### src/rtl/mips_mc_main_control.sv
// rtl/mips_mc_main_control.sv - multicycle MIPS main control FSM
module mips_mc_main_control #(
  parameter logic MEM_HANDSHAKE = 1'b1
) (
  input  logic       clk,
  input  logic       rst_n,
  input  logic [5:0] opcode,
  input  logic       mem_ready,
  output logic [1:0] alu_op,
  output logic       alu_src_a,
  output logic [1:0] alu_src_b,
  output logic [1:0] pc_src,
  output logic       i_or_d,
  output logic       mem_read,
  output logic       mem_write,
  output logic       ir_write,
  output logic       reg_dst,
  output logic       mem_to_reg,
  output logic       reg_write,
  output logic       pc_write,
  output logic       pc_write_cond,
  output logic       instr_done,
  output logic       illegal_seen,
  output logic [3:0] state
);

  typedef enum logic [3:0] {
    S_FETCH   = 4'd0,
    S_DECODE  = 4'd1,
    S_MEM_ADR = 4'd2,
    S_MEM_RD  = 4'd3,
    S_MEM_WB  = 4'd4,
    S_MEM_WR  = 4'd5,
    S_EXEC    = 4'd6,
    S_ALU_WB  = 4'd7,
    S_BRANCH  = 4'd8,
    S_ADDI_EX = 4'd9,
    S_ADDI_WB = 4'd10,
    S_JUMP    = 4'd11
  } state_e;

  localparam logic [5:0] OP_LW   = 6'b100011;
  localparam logic [5:0] OP_SW   = 6'b101011;
  localparam logic [5:0] OP_RTYP = 6'b000000;
  localparam logic [5:0] OP_BEQ  = 6'b000100;
  localparam logic [5:0] OP_ADDI = 6'b001000;
  localparam logic [5:0] OP_J    = 6'b000010;

  state_e state_q, state_d;
  logic   illegal_q, illegal_d;
  logic   rdy;

  // With the handshake disabled, memory is assumed to complete in one cycle.
  assign rdy          = MEM_HANDSHAKE ? mem_ready : 1'b1;
  assign state        = state_q;
  assign illegal_seen = illegal_q;

  // State and sticky illegal flag; reset aborts any instruction in flight.
  always_ff @(posedge clk or negedge rst_n) begin
    if (!rst_n) begin
      state_q   <= S_FETCH;
      illegal_q <= 1'b0;
    end else begin
      state_q   <= state_d;
      illegal_q <= illegal_d;
    end
  end

  // Next-state: opcode is only consulted in DECODE and MEM_ADR (IR is frozen there).
  always_comb begin
    state_d   = state_q;
    illegal_d = illegal_q;
    case (state_q)
      S_FETCH:   if (rdy) state_d = S_DECODE;
      S_DECODE: begin
        if (opcode == OP_LW || opcode == OP_SW) state_d = S_MEM_ADR;
        else if (opcode == OP_RTYP)             state_d = S_EXEC;
        else if (opcode == OP_BEQ)              state_d = S_BRANCH;
        else if (opcode == OP_ADDI)             state_d = S_ADDI_EX;
        else if (opcode == OP_J)                state_d = S_JUMP;
        else begin
          state_d   = S_FETCH;
          illegal_d = 1'b1;
        end
      end
      S_MEM_ADR: state_d = (opcode == OP_SW) ? S_MEM_WR : S_MEM_RD;
      S_MEM_RD:  if (rdy) state_d = S_MEM_WB;
      S_MEM_WR:  if (rdy) state_d = S_FETCH;
      S_EXEC:    state_d = S_ALU_WB;
      S_ADDI_EX: state_d = S_ADDI_WB;
      default:   state_d = S_FETCH;
    endcase
  end

  // Moore outputs per state; strobes are forced low while reset is held.
  always_comb begin
    alu_op        = 2'b00;
    alu_src_a     = 1'b0;
    alu_src_b     = 2'b00;
    pc_src        = 2'b00;
    i_or_d        = 1'b0;
    mem_read      = 1'b0;
    mem_write     = 1'b0;
    ir_write      = 1'b0;
    reg_dst       = 1'b0;
    mem_to_reg    = 1'b0;
    reg_write     = 1'b0;
    pc_write      = 1'b0;
    pc_write_cond = 1'b0;
    instr_done    = 1'b0;
    case (state_q)
      S_FETCH: begin
        mem_read  = 1'b1;
        alu_src_b = 2'b01;
        ir_write  = rdy;
        pc_write  = rdy;
      end
      S_DECODE:  alu_src_b = 2'b11;
      S_MEM_ADR, S_ADDI_EX: begin
        alu_src_a = 1'b1;
        alu_src_b = 2'b10;
      end
      S_MEM_RD: begin
        i_or_d   = 1'b1;
        mem_read = 1'b1;
      end
      S_MEM_WB: begin
        mem_to_reg = 1'b1;
        reg_write  = 1'b1;
        instr_done = 1'b1;
      end
      S_MEM_WR: begin
        i_or_d     = 1'b1;
        mem_write  = 1'b1;
        instr_done = rdy;
      end
      S_EXEC: begin
        alu_src_a = 1'b1;
        alu_op    = 2'b10;
      end
      S_ALU_WB: begin
        reg_dst    = 1'b1;
        reg_write  = 1'b1;
        instr_done = 1'b1;
      end
      S_BRANCH: begin
        alu_src_a     = 1'b1;
        alu_op        = 2'b01;
        pc_src        = 2'b01;
        pc_write_cond = 1'b1;
        instr_done    = 1'b1;
      end
      S_ADDI_WB: begin
        reg_write  = 1'b1;
        instr_done = 1'b1;
      end
      S_JUMP: begin
        pc_src     = 2'b10;
        pc_write   = 1'b1;
        instr_done = 1'b1;
      end
      default: ;
    endcase
    if (!rst_n) begin
      alu_op        = 2'b00;
      mem_read      = 1'b0;
      mem_write     = 1'b0;
      ir_write      = 1'b0;
      reg_write     = 1'b0;
      pc_write      = 1'b0;
      pc_write_cond = 1'b0;
      instr_done    = 1'b0;
    end
  end

endmodule

### config.mk
export PLATFORM = sky130hd
export DESIGN_NAME = mips_mc_main_control
export DESIGN_NICKNAME = d
export VERILOG_FILES = /design/src/rtl/mips_mc_main_control.sv
export SDC_FILE = /design/constraint.sdc
export NUM_CORES = 1
export LEC_CHECK = 0
export BUFFER_PORTS_ARGS = -buffer_cell sky130_fd_sc_hd__buf_2
export CORE_AREA = 5 5 42 44
export CTS_BUF_LIST = sky130_fd_sc_hd__clkbuf_4 sky130_fd_sc_hd__clkbuf_8 sky130_fd_sc_hd__clkbuf_16
export CTS_CLUSTER_SIZE = 16
export DETAILED_ROUTE_END_ITERATION = 8
export DIE_AREA = 0 0 47 49
export PLACE_DENSITY = 0.78
export REMOVE_ABC_BUFFERS = 1
export SKIP_LAST_GASP = 1
export SLEW_MARGIN = 5
export SYNTH_ARGS = -nofsm -noshare
export SYNTH_HDL_FRONTEND = slang
export SYNTH_SLANG_ARGS = --single-unit
export TNS_END_PERCENT = 50
### constraint.sdc
create_clock -name clk -period 3.5 [get_ports clk]
set_input_delay 0.7 -clock clk [delete_from_list [all_inputs] [get_ports clk]]
set_output_delay 0.7 -clock clk [all_outputs]
set_load 0.02 [all_outputs]
==> impl_metrics.yaml <==
run_status:
  outcome: "finished, final reports clean"
synthesis:
  ys_ff_latch: 5
  synth_compound_area_share_pct: 25.00
  synth_top_family_by_area: "simple AND/OR/NAND/NOR gates"
  synth_top_cell_by_area: "dfrtp_1"
  synth_top_area_share_pct: 21.74
  synthCells: 79
  synth_area_um2: 575.6
  synth_xor_area_share_pct: 6.087
  synth_adder_area_share_pct: 0
  yosys.area_share.simple_pct: 40.00
  ys_top_cells_by_area: "dfrtp_1 22%, nor2_1 7.2%, nor3_1 7.0%, nand2b_1 5.4%, o211ai_1 3.9%"
  ys_warn_count: 0
  synth_cell_types: 34
  yosysSeqAreaShare_pct: 21.74
  synth.avg_cell_area_um2: 7.285
  synth_mux_area_share_pct: 0
timing:
  final_max_slew_viol_count: 0
  min_period_ns: 2.414
  tightest_slew_ns: 0.6086
  worst_slack_ns: 1.086
  finalSetupTns_ns: 0
  fin_crit_sh_pct: 68.98
  rsz0062_at_grt: "no"
  fmax_mhz: 414.2
  timing.hold.ws_ns: 0.3031
  finalHoldViolations: 0
  skew_ns: 0.003683
  slew_headroom_pct: 59.43
  setup_viol: 0
die:
  fp.dieW_um: 47
  io_pins: 31
  die_area_mm2: 0.002303
  num_rows: 14
  die_h_um: 49
  coreArea_mm2: 0.001401
  start_util_pct: 41.07
routing:
  topRoutingLayerUsed: "met4"
  dr_wl_met2_um: 696
  num_vias: 687
  avgViaCountPerCell: 5.585
  post_drt_wl_per_cell_um: 11.77
  drt-initial-drc-count: 6
  drtPass1Iterations: 4
  totalWireLength_mm: 1.448
  route.detailed.drc: 0
  dr_wl_met3_um: 111
  ant_nets: 0
  drt-met1-wl_um: 626
global_route:
  grt_pass1_vias: 587
  grt_start_max_net_pins: 21
  grt_util_all_layers_pct: 13.59
  grt_pass1_wl_mm: 2.408
  overflow: 0
  antenna_found_initial: 0
placed_design:
  io_buffers: 30
  pre_cts_slack_ns: 1.283
  post-place-cells: 119
  hpwlAfterDp_mm: 1.138
  gp_congestion: 0.8379
cells_and_area:
  fin_nets: 117
  finalNonFillerCells: 123
  final_util_pct: 52.77
  n_fill_cell: 150
  seq_area_um2: 125.1
  syn_to_final_growth_pct: 28.48
  drive_gt1_share_pct: 34.58
  n_antenna_cell: 0
  multiInputGateArea_um2: 409.1
power:
  powerDensity_mw_per_mm2: 802.8
  ir_drop_mv: 0.4810
  power.leakage_nw: 0.3550
job:
  cap_violations: 0
cts:
  path_clk_slew_ns: 0.05
  post_cts_buffers: 0
  holdBufCountCts: 0
  cts_sinks: 5
  clk_latency_ns: 0.24
  clk_path_buf_depth: 2
  cts_tree: "built"
  cts_max_level: 1
  cts_resized: 0
  root_buffer: "clkbuf_4"
  cts_buffers: 3
setup_path:
  crit_arrival_ns: 1.71
  cp.required_ns: 2.80
  cp-end-kind: "output pin"
  critPathMaxFanout: 20
  critical_path_class: "flip-flop to output pin"
  start_kind: "flip-flop"
min_path:
  holdCritPathClass: "input port to asynchronous set/reset pin"
[layout by cell type, fill, tap and decap left out, drive strengths merged, types with 2 or more instances in the layout]
master and instances:
nand2 5, nand2b 5, buf 30, nor3 8, o211ai 3, a211oi 2, a31oi 2, nand3 3
dfrtp 5, and2 2, nor2 11, or3b 2, o21ai 2, inv 2, and3 2, xor2 2
a21oi 2, clkbuf 3, xnor2 2
[worst paths after layout]
kind | startpoint | to | slack, ns | cells past startpoint
worst max-delay path | state[1] | reg_write | 1.09 | 4
worst min register to register | illegal_seen | illegal_seen | 0.46 | 1
worst max register to register | state[1] | state[2] | 1.91 | 3
max in group asynchronous | rst_n | illegal_seen | 3.02 | 1
min in group clk | illegal_seen | illegal_seen | 0.46 | 1
worst min-delay path | rst_n | state[3] | 0.30 | 1
[Yosys cell counts]
cell / n
nor3_1: 8
nor3b_1: 1
xor2_1: 2
a31o_2: 1
inv_1: 1
buf_2: 3
a22o_1: 1
nand2_1: 5
a21oi_1: 2
o21ai_0: 2
dfrtp_1: 5
nor4b_1: 1
nor4_1: 1
o211ai_1: 3
a221o_1: 1
a2111oi_2: 1
and4_1: 1
o31ai_1: 1
buf_6: 1
xnor2_1: 2
a211oi_1: 2
clkbuf_1: 2
and2_1: 2
and4b_1: 1
and3_1: 2
nand2b_1: 5
or3b_1: 2
nand3_1: 3
a31oi_1: 2
a211o_1: 1
nor2_1: 11
inv_2: 1
o22ai_1: 1
a311oi_1: 1
[per-stage QoR]
| step | cell area, um2 | power [W] |
|---|---|---|
| 2_1_floorplan | 541.8 | 0.0004088 |
| 3_3_place_gp | 711.9 | 0.0005301 |
| 3_5_place_dp | 711.9 | 0.0005315 |
| 4_1_cts | 739.5 | 0.0005986 |
| 5_1_grt | 739.5 | 0.0006540 |
| 6_report | 739.5 | 0.0005936 |
[flip-flops by register name, indices dropped and copies added, names as in the netlist]
signal,flops
illegal_seen,1
state,4
[critical path: stages, from the launching register on]
cell and delay (ns):
dfrtp_1 0.70, nand2b_1 0.28, o22ai_1 0.21, and2_1 0.13
buf_2 0.15
[routing by layer]
metal | global-route usage (%) | vias to the layer above
li1 | - | 349
met4 | 4.147 | 0
met3 | 3.321 | 2
met5 | 0 | -
met2 | 19.91 | 27
met1 | 19.20 | 309
[kinds of logic (layout without fill, tap and decap cells)]
kind of cell,count (synthesis),after routing
xor+xnor,4,4
simple gates,43,43
buf+inv,8,36
flops,5,5
compound gates,19,19
[area by class of cell]
cell class	count	area share, %
flip-flops and latches	5	16.92
repair buffers	30	20.30
multi-input cells	66	55.33
clock buffers	3	3.046
clock inverters	1	0.6768
inverters	2	1.015
well taps	16	2.707
[power breakdown]
| group | internal (W) | switching, W | total [W] |
|---|---|---|---|
| logic | 0.000149 | 0.000224 | 0.000372 |
| registers | 0.0000746 | 0.0000821 | 0.000157 |
| clock network | 0.0000413 | 0.0000232 | 0.0000645 |
| total | 0.000265 | 0.000329 | 0.000594 |
(Power assumes the default switching activity.)
